File: src/rtl/if_prefetch.sv
// if_prefetch: instruction prefetch stage between the instruction ROM
// and the if_id register. Issues sequential word fetches over a
// req/gnt/rvalid bus and buffers {addr, ins} pairs in a DEPTH-entry FIFO.
//
// Ports:
//   clk, rst          clock; asynchronous active-low reset
//   mem_req/mem_addr  fetch request and word-aligned fetch address
//   mem_gnt           request accepted when mem_req & mem_gnt
//   mem_rvalid/rdata  in-order responses, >=1 cycle after grant
//   flush/flush_pc    redirect; drops buffered and in-flight fetches
//   ins_valid/ready   FIFO head handshake toward if_id
//   ins/ins_addr      head instruction and address (0 when not valid)
`timescale 1ns/1ps
module if_prefetch #(
    parameter int unsigned DEPTH    = 4,
    parameter logic [31:0] RESET_PC = 32'h0000_0000
) (
    input  logic        clk,
    input  logic        rst,
    output logic        mem_req,
    output logic [31:0] mem_addr,
    input  logic        mem_gnt,
    input  logic        mem_rvalid,
    input  logic [31:0] mem_rdata,
    input  logic        flush,
    input  logic [31:0] flush_pc,
    output logic        ins_valid,
    input  logic        ins_ready,
    output logic [31:0] ins,
    output logic [31:0] ins_addr
);
    localparam int unsigned AW = $clog2(DEPTH);
    localparam int unsigned CW = $clog2(DEPTH + 1);
    localparam logic [CW:0] DEPTH_C = (CW + 1)'(DEPTH);

    typedef logic [CW-1:0] cnt_t;
    typedef logic [AW-1:0] ptr_t;

    logic [31:0] r_fetch_pc;
    logic [31:0] r_resp_pc;
    ptr_t        r_wptr;
    ptr_t        r_rptr;
    cnt_t        r_count;
    cnt_t        r_outst;
    cnt_t        r_discard;
    logic [31:0] r_buf_addr [DEPTH];
    logic [31:0] r_buf_ins  [DEPTH];

    logic [CW:0] w_used;
    logic        w_credit;
    logic        w_gnt;
    logic        w_rsp;
    logic        w_drop;
    logic        w_push;
    logic        w_pop;
    logic [31:0] w_flush_pc;

    // Every granted request owns a FIFO slot until it is popped, so the
    // FIFO can never overflow. No credit is taken for a same-cycle pop.
    assign w_used   = {1'b0, r_count} + {1'b0, r_outst};
    assign w_credit = w_used < DEPTH_C;

    // Gated by rst so the bus is quiet the instant reset asserts.
    assign mem_req  = rst & ~flush & w_credit;
    assign mem_addr = r_fetch_pc;

    assign w_gnt      = mem_req & mem_gnt;
    // A response with nothing outstanding is a stray and is ignored.
    assign w_rsp      = mem_rvalid & (r_outst != '0);
    assign w_drop     = r_discard != '0;
    assign w_push     = w_rsp & ~w_drop & ~flush;
    assign ins_valid  = r_count != '0;
    assign w_pop      = ins_valid & ins_ready & ~flush;
    assign w_flush_pc = flush_pc & 32'hFFFF_FFFC;

    assign ins      = ins_valid ? r_buf_ins[r_rptr]  : '0;
    assign ins_addr = ins_valid ? r_buf_addr[r_rptr] : '0;

    always_ff @(posedge clk or negedge rst) begin
        if (!rst) begin
            r_fetch_pc <= RESET_PC;
            r_resp_pc  <= RESET_PC;
            r_wptr     <= '0;
            r_rptr     <= '0;
            r_count    <= '0;
            r_outst    <= '0;
            r_discard  <= '0;
        end else if (flush) begin
            r_fetch_pc <= w_flush_pc;
            r_resp_pc  <= w_flush_pc;
            r_wptr     <= '0;
            r_rptr     <= '0;
            r_count    <= '0;
            // mem_req is low during flush, so no grant here. A response
            // landing now is dropped directly; the rest are discarded.
            r_outst    <= r_outst - cnt_t'(w_rsp);
            r_discard  <= r_outst - cnt_t'(w_rsp);
        end else begin
            if (w_gnt) begin
                r_fetch_pc <= r_fetch_pc + 32'd4;
            end
            r_outst <= r_outst + cnt_t'(w_gnt) - cnt_t'(w_rsp);
            if (w_rsp && w_drop) begin
                r_discard <= r_discard - cnt_t'(1);
            end
            if (w_push) begin
                r_wptr    <= r_wptr + ptr_t'(1);
                r_resp_pc <= r_resp_pc + 32'd4;
            end
            if (w_pop) begin
                r_rptr <= r_rptr + ptr_t'(1);
            end
            r_count <= r_count + cnt_t'(w_push) - cnt_t'(w_pop);
        end
    end

    // Storage needs no reset: outputs are masked by ins_valid.
    always_ff @(posedge clk) begin
        if (w_push) begin
            r_buf_addr[r_wptr] <= r_resp_pc;
            r_buf_ins[r_wptr]  <= mem_rdata;
        end
    end

endmodule

File: config.mk
export PLATFORM = sky130hd
export DESIGN_NAME = if_prefetch
export DESIGN_NICKNAME = d
export VERILOG_FILES = /design/src/rtl/if_prefetch.sv
export SDC_FILE = /design/constraint.sdc
export NUM_CORES = 1
export LEC_CHECK = 0
export CORE_MARGIN = 4
export CORE_UTILIZATION = 55
export CTS_CLUSTER_SIZE = 16
export DETAILED_ROUTE_END_ITERATION = 6
export PLACE_DENSITY = 0.79
export SYNTH_ARGS = -nofsm -noshare
export SYNTH_HDL_FRONTEND = slang
export SYNTH_SLANG_ARGS = --single-unit
File: constraint.sdc
create_clock -name clk -period 8 [get_ports clk]
set_input_delay 0.8 -clock clk [delete_from_list [all_inputs] [get_ports clk]]
set_output_delay 0.8 -clock clk [all_outputs]
set_load 0.05 [all_outputs]
==> results of run 1 <==
-- path summary, 6_finish.rpt --
check	from	endpoint	slack, ns	depth (start not counted)
max	r_rptr[0]$_DFFE_PN0P_	ins_addr[4]	3.68	4
min reg2reg	r_outst[2]$_DFF_PN0_	r_outst[2]$_DFF_PN0_	0.55	1
min in group clk	r_outst[2]$_DFF_PN0_	r_outst[2]$_DFF_PN0_	0.55	1
max reg2reg	r_outst[2]$_DFF_PN0_	r_outst[2]$_DFF_PN0_	4.94	12
max in group asynchronous	rst	r_rptr[0]$_DFFE_PN0P_	6.67	2
min	rst	mem_addr[14]$_DFFE_PN0N_	0.12	1
-- layout make-up --
cell class                      count  area, um2
Clock buffer                       40        873
Tap cell                          324        405
Clock inverter                     22        180
Multi-Input combinational cell    478       4120
Sequential cell                   321       9280
Fill cell                        1667       7820
Inverter                           31        116
Timing Repair Buffer              170       1670
-- worst max-delay path, delay by kind of cell, from the launching register on --
kind,cells,cell delay [ns]
buffers and inverters,2,1.46
DFF,1,0.75
muxes,1,0.60
and+or+nand+nor,1,0.17
-- sequential cells by signal, summed over array words and instances, names as in the netlist --
name,flops
r_discard,3
r_resp_pc,30
mem_addr,30
r_rptr,2
r_count,3
r_outst,3
r_wptr,2
r_buf_ins,128
r_buf_addr,120
-- cells in the final DEF, fill, tap and decap left out, types with 3 or more instances in the layout --
| cell type | count |
|---|---|
| nor4_1 | 9 |
| dfrtp_1 | 71 |
| and2_2 | 4 |
| nand4_1 | 11 |
| and2_1 | 65 |
| o311ai_0 | 6 |
| buf_4 | 9 |
| nor3_1 | 13 |
| nor2_1 | 24 |
| mux4_2 | 62 |
| clkbuf_16 | 34 |
| clkbuf_1 | 6 |
| a21oi_1 | 7 |
| clkinvlp_4 | 5 |
| clkdlybuf4s50_1 | 159 |
| nand2_1 | 55 |
| o31a_1 | 4 |
| and3_1 | 8 |
| or3_1 | 6 |
| xnor2_1 | 30 |
| edfxtp_1 | 248 |
| clkinv_2 | 3 |
| conb_1 | 4 |
| inv_1 | 29 |
| o21ai_0 | 45 |
| ha_1 | 16 |
| nor2b_1 | 3 |
| xor2_1 | 13 |
| and4_1 | 5 |
| nand2b_1 | 3 |
| mux2_2 | 10 |
| clkinv_1 | 10 |
| o211ai_1 | 10 |
| nand3_1 | 33 |
| nand4_2 | 3 |
| or4_1 | 3 |
-- routing by layer --
metal  GRT usage [%]  up-vias  wire [um]
li1                -     3632          -
met1            29.6     4028      12300
met2            33.2      314      13700
met3            4.17       32       1880
met4            4.05        0        335
met5               0        -          0
-- power by group through the flow --
stage	Combinational (mW)	Clock [mW]	Sequential (mW)
after floorplan	1.22	0	2.09
after global placement	1.77	0	2.08
after detailed placement	1.79	0	2.08
after CTS	1.80	1.50	2.05
after global routing	1.88	1.58	2.07
final	1.77	1.47	2.05
-- stage by stage --
step	std cells	hold slack [ns]	instance area, um2	worst slack (ns)
finish	1386	0.123	16600	3.68
global route	1386	0.115	16600	3.40
CTS	1386	0.113	16600	3.54
detailed placement	1324	0.546	15600	4.09
global placement	1324	0.547	15600	4.13
floorplan	876	0.495	13700	4.78
-- logic make-up (layout without fill, tap and decap cells) --
group | Yosys count | in the layout | synth area share, %
AOI/OAI and AO/OA | 86 | 86 | 3.93
xor gates and xnor gates | 43 | 43 | 2.75
adders and majority gates | 18 | 18 | 1.75
buffers and inverters | 77 | 263 | 2.51
DFF | 321 | 321 | 67.6
muxes | 73 | 73 | 11.1
other | 1 | 4 | 0.0273
and+or+nand+nor | 254 | 254 | 10.4
==> out/results.txt, run 1 <==
Outcome = complete, no violations
Async set or reset register ratio after synthesis = 22.7%
Clock latency on the worst-skew pair = 0.51 ns
DRT iter0 DRCs = 628
Max VDD drop = 0.178 mV
Avg Cell Area, Syn = 15.7 um2
WS Path Type = flip-flop to primary output
Routed wire per std cell = 20.3 um
Setup_tns = 0 ns
Buffers on Ports = 161
Synth cell count leaders = edfxtp_1 (248), dfrtp_1 (73), and2_1 (69), mux4_2 (62), nand2_1 (55)
Clock tree buffer depth = 3
CTS tree = built
Ports = 168
Largest net degree at the start of global routing = 70
Final Wtd Congestion = 0.868
Clock Skew = 0.0130 ns
RSZ-0062 raised after global routing = no
Drt first pass iters = 5
P&R area growth vs syn = 21.3%
Power density cells = 318 nW/um2
Antenna cells = 0
Initial antenna violation count = 0
Core Util, Final = 68.0%
Netlist cell types = 54
Die Height = 166 um
Final setup viols = 0
CTS sink count = 321
Hold violation total from the final report = 0
Register area share after synthesis = 67.6%
Sw frac = 34.8%
Hold Path Class = input pin to async pin
Internal power = 3.45 mW
Die width = 166 um
Post-Route WL = 28200 um
Worst Max-Slew Pin Slew = 1.08 ns
Seq pwr share = 38.8%
Max-slew headroom = 28.2%
Clock network power share = 27.8%
Global Route Usage Sum = 20.5%
# Post-CTS Setup Buffers = 0
Warnings from Yosys = 0
Initial Util = 56.1%
Cts hold-fix bufs = 0
Die ar. = 27500 um2
Final Cycle Share = 54.0%
DR vias/cell = 5.78
CP arrival = 3.52 ns
Via count = 8006
#FFs+latches synth = 321
P_sw = 1.84 mW
Number of global-route vias before repair = 8160
First-pass GRT wire length = 45200 um
Total gr overflow = 0
Post-synth EDFFs = 248
Count leader, synth = edfxtp_1
Syn Std Cell Area = 13700 um2
Cell accounting for the most synthesized area = edfxtp_1
Antenna Violating Nets Remaining = 0
Leakage = 5.69 nW
CP Max Fanout = 40
Final nets = 1124
Max frequency = 0.231 GHz
H-tree levels = 2
DP HPWL = 17900 um
# rows = 57
Synth Instances = 873
Slew Limit Fails = 0
Max-capacitance violation count = 0
Ys flop type = edfxtp_1
Logic pwr share = 33.4%
# DRC = 0
Critical path launch point type = flip-flop
Synth top area share = 54.3%
CP max stage delay = 0.75 ns
Max stage delay cell, worst path = dfrtp_4
Setup crit end kind = primary output
Post-cts sizing count = 0
CTS buffer count = 34
Power, Total = 5.30 mW
Synth area leaders = edfxtp_1 (54%), dfrtp_1 (13%), mux4_2 (10%)
Layout cell share with drive strength beyond 1 = 14.1%
Required @ worst endpoint = 7.20 ns
Clock transition at the registers of the reported paths = 0.07 ns
Worst path cell trace = buf_4, mux4_2, and2_1, clkdlybuf4s50_1
Fin crit period = 4.32 ns
Clock Tree Root = clkbuf_16
Core area = 24500 um2
Note: power is estimated with default switching activity, not from simulation.
==> run 2, diff against run 1 <==
clock period = 4.5 ns   (was 8 ns; I/O delays follow)
==> run 2 against run 1 <==
Non-clock buffer count up 6. Die area unchanged. Wire length down 0.26%. Sequential cell count unchanged. Largest power group unchanged. Critical endpoint is now ins_addr[23]. Cell area down 0.26%. Sequential share of layout area up 0.14 points.
==> out/results.txt, run 2 (synthesis gave the netlist of run 1 again) <==
Max VDD drop = 0.327 mV (+84%)
Final setup viols = 0 (unchanged)
Setup_tns = 0 ns (unchanged)
Grt peak-use layer = met2
Met1 Use GR = 29.9% (+0.39 points)
Global Route Usage Sum = 20.4% (-0.12 points)
First-pass GRT wire length = 45400 um (+0.38%)
Core area = 24500 um2 (unchanged)
Routed wire per std cell = 20.3 um (-0.18%)
P_sw = 3.20 mW (+73%)
Final Instance Count excl. Fillers = 1385 (-0.072%)
# DRC = 0 (unchanged)
Hold violation total from the final report = 0 (unchanged)
Total gr overflow = 0 (unchanged)
CTS sink count = 321 (unchanged)
Post-Route WL = 28100 um (-0.26%)
Worst Max-Slew Pin Slew = 1.02 ns (-0.0524 ns)
Required @ worst endpoint = 4.05 ns (-3.15 ns)
Fin crit period = 3.69 ns
# rows = 57 (unchanged)
Setup crit end kind = primary output
Internal power = 6.05 mW (+75%)
R2R setup slack = 1.54 ns (-3.40 ns)
Via count = 7947 (-0.74%)
Hold Path Class = input pin to async pin
CP max stage delay = 0.81 ns (+0.06 ns)
Clock transition at the registers of the reported paths = 0.06 ns (about the same)
Final nets = 1127 (+0.27%)
Largest Register = r_buf_ins
CP arrival = 3.24 ns (-0.28 ns)
Outcome = complete, no violations
Met3 usage = 3.36% (-0.81 points)
Setup ws final = 0.807 ns (-2.87 ns)
Slew Limit Fails = 0 (unchanged)
Max frequency = 0.271 GHz
Antenna cells = 0 (unchanged)
Worst path cell trace = buf_4, mux4_2, and2_1, clkdlybuf4s50_1
DRT iter0 DRCs = 778 (+24%)
Largest net degree at the start of global routing = 71 (+1.4%)
Post-cts sizing count = 0 (unchanged)
Power, Total = 9.25 mW (+75%)
Die Height = 166 um (unchanged)
Seq pwr share = 39.6% (+0.8 points)
Final Cycle Share = 82.1%
Met2 Use GR = 32.8% (-0.43 points)
Antenna Violating Nets Remaining = 0 (unchanged)
Initial antenna violation count = 0 (unchanged)
P&R area growth vs syn = 21.0%
Buffers on Ports = 161 (unchanged)
Drt first pass iters = 5 (unchanged)
Number of global-route vias before repair = 8156 (-0.049%)
Max-capacitance violation count = 0 (unchanged)
Initial Util = 56.1% (unchanged)
CP Max Fanout = 30 (-25%)
Critical path launch point type = flip-flop
Clock network power share = 26.4% (-1.4 points)
Clock tree buffer depth = 3 (unchanged)
Max-slew headroom = 31.7% (+3.5 points)
Die ar. = 27500 um2 (unchanged)
Largest regs = r_buf_ins (128), r_buf_addr (120)
Max stage delay cell, worst path = dfrtp_4
WS Path Type = flip-flop to primary output
DP HPWL = 18000 um (+0.44%)
Layout cell share with drive strength beyond 1 = 14.1% (about the same)
Pre-CTS setup slack = 1.20 ns (-2.89 ns)
Power density cells = 557 nW/um2 (+75%)
Most common cell after layout, fill and taps aside = edfxtp_1
CTS tree = built
CTS buffer count = 31 (-8.8%)
Sw frac = 34.6% (-0.23 points)
Most frequent cells in the layout = edfxtp_1 (248), clkdlybuf4s50_1 (159), dfrtp_1 (71)
Max FFs per register = 128 (unchanged)
Ports = 168 (unchanged)
Clock latency on the worst-skew pair = 0.55 ns (+0.04 ns)
Die width = 166 um (unchanged)
Clock Skew = 0.0160 ns (+0.00297 ns)
RSZ-0062 raised after global routing = no
Leakage = 5.69 nW (about the same)
Final Wtd Congestion = 0.858 (-1.1%)
H-tree levels = 1 (-1)
Placed cells = 1329 (+0.38%)
DR vias/cell = 5.74 (-0.67%)
Clock Tree Root = clkbuf_16
Logic pwr share = 34.0% (+0.6 points)
==> run 2: cell types whose count changed in the layout (fill, tap and decap cells not counted), sizes merged <==
cell | previous run | this run
buf | 11 | 16
clkbuf | 40 | 44
clkinv | 14 | 9
clkinvlp | 5 | 0
dlygate4sd3 | 0 | 1
inv | 32 | 31
==> run 2: power by group through the flow <==
stage	clock (mW)	combinational [mW]	sequential (mW)
global route	2.63	3.34	3.70
detailed placement	0	3.18	3.72
CTS	2.49	3.19	3.67
finish	2.44	3.14	3.66
floorplan	0	2.17	3.72
global placement	0	3.14	3.71
==> run 2: layout make-up <==
class | count | area, um2
timing repair buffer | 176 | 1730
multi-input combinational | 478 | 4120
fill | 1666 | 7870
clock inverter | 11 | 106
inverter | 31 | 116
clock buffer | 44 | 845
sequential | 321 | 9280
tap | 324 | 405
==> run 2: layer usage <==
metal	vias up	wire [um]
met5	-	0
met4	0	461
met3	45	1820
met2	274	13600
met1	3993	12300
li1	3635	-
==> run 2: repair_timing <==
action | 4_1_cts | 5_1_grt
setup buffers | 0 | 0
hold buffers | 1 | 0
endpoints found under the hold margin | 3 | 0
==> run 2: worst max-delay path: cells and delay by family (launching register included) <==
kind,cells,cell delay (ns)
DFF,1,0.81
and+or+nand+nor,1,0.18
buffers and inverters,2,1.11
muxes,1,0.58
==> run 2: worst paths after layout <==
check / startpoint / end / cells after the start
setup / recovery: r_rptr[0]$_DFFE_PN0P_ / ins_addr[23] / 4
hold / removal: rst / mem_addr[13]$_DFFE_PN0N_ / 2
setup reg to reg: r_count[1]$_DFF_PN0_ / r_count[2]$_DFF_PN0_ / 10
hold reg to reg: mem_addr[9]$_DFFE_PN0N_ / mem_addr[9]$_DFFE_PN0N_ / 1
max in group asynchronous: rst / r_rptr[0]$_DFFE_PN0P_ / 3
min in group clk: flush / r_resp_pc[27]$_DFFE_PN0N_ / 3
==> run 2: metrics by stage <==
stage | cell area [um2] | utilization, % | hold slack, ns
floorplan | 13700 | - | 0.154
global placement | 15600 | 63.9 | 0.298
detailed placement | 15600 | 63.9 | 0.298
CTS | 16600 | 67.8 | 0.245
global route | 16600 | 67.8 | 0.256
finish | 16600 | 67.8 | 0.262
==> run 3, diff against run 2 <==
clock period = 3.5 ns   (was 4.5 ns; I/O delays follow)
==> run 3 against run 2 <==
Non-clock buffer count grew 7. Via count grew 1.8%. Worst hold slack gained 0.12 ns. Total power grew 32%. Cell area grew 1.4%. Setup slack lost 0.46 ns. Wire length grew 0.67%. Clock skew grew 0.00094 ns. Utilization grew 0.94 points. Clock power grew 39%. Clock-buffer cell count is the same. Critical path type unchanged. Highest routed layer unchanged.
==> out/results.txt, run 3 (synthesis gave the netlist of run 1 again) <==
Worst path bufs/invs = 2 (unchanged)
Setup ws final = 0.347 ns (-0.460 ns)
CP Max Fanout = 36 (+20%)
Leakage = 5.78 nW (+1.6%)
Critical path launch point type = flip-flop
Slew Limit Fails = 0 (unchanged)
Sw frac = 34.3% (-0.29 points)
Hold Path Class = input pin to flip-flop
P&R area growth vs syn = 22.7%
RSZ-0062 raised after global routing = no
Internal power = 8.01 mW (+32%)
Die Height = 166 um (unchanged)
Via count = 8092 (+1.8%)
P_sw = 4.18 mW (+31%)
Setup crit end kind = primary output
H-tree levels = 2 (+1)
Max-slew headroom = 40.8% (+9.1 points)
Top cell family by delay on the critical path = buffers and inverters
Clock transition at the registers of the reported paths = 0.06 ns (about the same)
First-pass GRT wire length = 45800 um (+0.85%)
CTS tree = built
Outcome = complete, no violations
CTS sink count = 321 (unchanged)
# DRC = 0 (unchanged)
Pre-CTS setup slack = 0.857 ns (-0.346 ns)
Die width = 166 um (unchanged)
Die ar. = 27500 um2 (unchanged)
Power density cells = 725 nW/um2 (+30%)
Largest Register = r_buf_ins
Post-cts sizing count = 0 (unchanged)
Largest net degree at the start of global routing = 65 (-8.5%)
Fillers = 1635 (-1.9%)
Seq pwr share = 38.0% (-1.6 points)
# rows = 57 (unchanged)
Total gr overflow = 0 (unchanged)
Worst path cell trace = buf_12, mux4_2, and2_1, clkdlybuf4s50_1
Post-Route WL = 28300 um (+0.67%)
DR vias/cell = 5.79 (+0.88%)
Routed wire per std cell = 20.2 um (-0.27%)
CP max stage delay = 0.71 ns (-0.10 ns)
Required @ worst endpoint = 3.15 ns (-0.90 ns)
CP arrival = 2.80 ns (-0.44 ns)
Largest regs = r_buf_ins (128), r_buf_addr (120)
Antenna Violating Nets Remaining = 0 (unchanged)
Clock latency on the worst-skew pair = 0.50 ns (-0.05 ns)
Initial Util = 56.1% (unchanged)
Max stage delay cell, worst path = clkdlybuf4s50_1
Fin area = 16800 um2 (+1.4%)
Placed cell areas = 15800 um2 (+0.82%)
Register area = 9280 um2 (unchanged)
Clock tree buffer depth = 3 (unchanged)
Clock Skew = 0.0169 ns (+0.000937 ns)
Final Cycle Share = 90.1%
Final nets = 1137 (+0.89%)
Max-capacitance violation count = 0 (unchanged)
Final setup viols = 0 (unchanged)
Most common cell after layout, fill and taps aside = edfxtp_1
Setup_tns = 0 ns (unchanged)
DP HPWL = 18300 um (+2.0%)
Ports = 168 (unchanged)
Max FFs per register = 128 (unchanged)
DRT iter0 DRCs = 623 (-20%)
Most frequent cells in the layout = edfxtp_1 (248), clkdlybuf4s50_1 (159), dfrtp_1 (71)
Number of global-route vias before repair = 8295 (+1.7%)
Hold violation total from the final report = 0 (unchanged)
Max frequency = 0.317 GHz
Initial antenna violation count = 0 (unchanged)
Multi-input gate area = 4120 um2 (unchanged)
Worst Max-Slew Pin Slew = 0.885 ns (-0.140 ns)
Drt first pass iters = 5 (unchanged)
Global Route Usage Sum = 20.6% (+0.25 points)
Layout cell share with drive strength beyond 1 = 14.9% (+0.76 points)
WS Path Type = flip-flop to primary output
Clock Tree Root = clkbuf_16
Fin crit period = 3.15 ns
Antenna cells = 0 (unchanged)
Clock network power share = 27.7% (+1.3 points)
Max VDD drop = 0.500 mV (+53%)
Core area = 24500 um2 (unchanged)
CTS buffer count = 34 (+9.7%)
Buffers on Ports = 161 (unchanged)
Logic pwr share = 34.3% (+0.3 points)
Final Wtd Congestion = 0.848 (-1.2%)
run 3: cell count changes in the layout (fill, tap and decap cells not counted):
cell / previous run / this run
clkbuf_16: 31 / 35
clkbuf_1: 11 / 8
clkinvlp_4: 0 / 2
clkbuf_8: 2 / 1
buf_4: 13 / 14
clkinv_1: 3 / 9
buf_12: 1 / 7
clkinv_2: 6 / 4
run 3: power by group through the flow:
| stage | sequential [mW] | clock [mW] | combinational (mW) |
|---|---|---|---|
| after global routing | 4.67 | 3.62 | 4.44 |
| final | 4.63 | 3.38 | 4.18 |
| after floorplan | 4.78 | 0 | 2.79 |
| after detailed placement | 4.70 | 0 | 4.24 |
| after global placement | 4.69 | 0 | 4.18 |
| after CTS | 4.63 | 3.45 | 4.26 |
run 3: layer usage:
layer | routed length (um) | track usage [%] | vias to the layer above
li1 | - | - | 3665
met1 | 12000 | 29.3 | 4078
met2 | 13900 | 33.8 | 309
met3 | 1940 | 4.09 | 40
met4 | 425 | 4.45 | 0
met5 | 0 | 0 | -
run 3: cell type report:
cell class | instances | share of cell area, %
Inverter | 31 | 0.692
Timing Repair Buffer | 183 | 11.0
Clock buffer | 44 | 5.47
Clock inverter | 17 | 0.796
Sequential cell | 321 | 55.1
Tap cell | 324 | 2.41
Multi-Input combinational cell | 478 | 24.5
run 3: through the flow:
stage	power (mW)	util, %	std cells	hold slack, ns
4_1_cts	12.3	68.8	1398	0.365
2_1_floorplan	7.57	-	876	0.0544
3_3_place_gp	8.87	64.4	1336	0.484
6_report	12.2	68.8	1398	0.378
3_5_place_dp	8.94	64.4	1336	0.491
5_1_grt	12.7	68.8	1398	0.409
run 3: what timing repair did:
item / CTS / global route
buffers inserted: 0 / 0
hold endpoints to repair: 28 / 0
hold buffers: 1 / 0
run 3: final timing paths:
check | start | to | slack (ns) | cells after the start
max reg2reg | r_outst[2]$_DFF_PN0_ | r_outst[2]$_DFF_PN0_ | 0.95 | 11
min in group asynchronous | rst | mem_addr[17]$_DFFE_PN0N_ | 0.47 | 3
min reg2reg | r_outst[2]$_DFF_PN0_ | r_outst[2]$_DFF_PN0_ | 0.56 | 1
max in group asynchronous | rst | r_rptr[0]$_DFFE_PN0P_ | 2.06 | 4
min | flush | r_count[2]$_DFF_PN0_ | 0.38 | 3
max | r_rptr[0]$_DFFE_PN0P_ | ins[18] | 0.35 | 4
run 3: worst reg2reg max path: cells and delay by family (launching register included):
| family | cells | cell delay, ns |
|---|---|---|
| XOR/XNOR | 2 | 0.31 |
| AO/OA/AOI/OAI | 1 | 0.18 |
| buffers and inverters | 2 | 0.09 |
| AND/OR/NAND/NOR | 2 | 0.43 |
| adder cells (fa/ha/maj) | 4 | 1.04 |
| flip-flops | 1 | 0.43 |
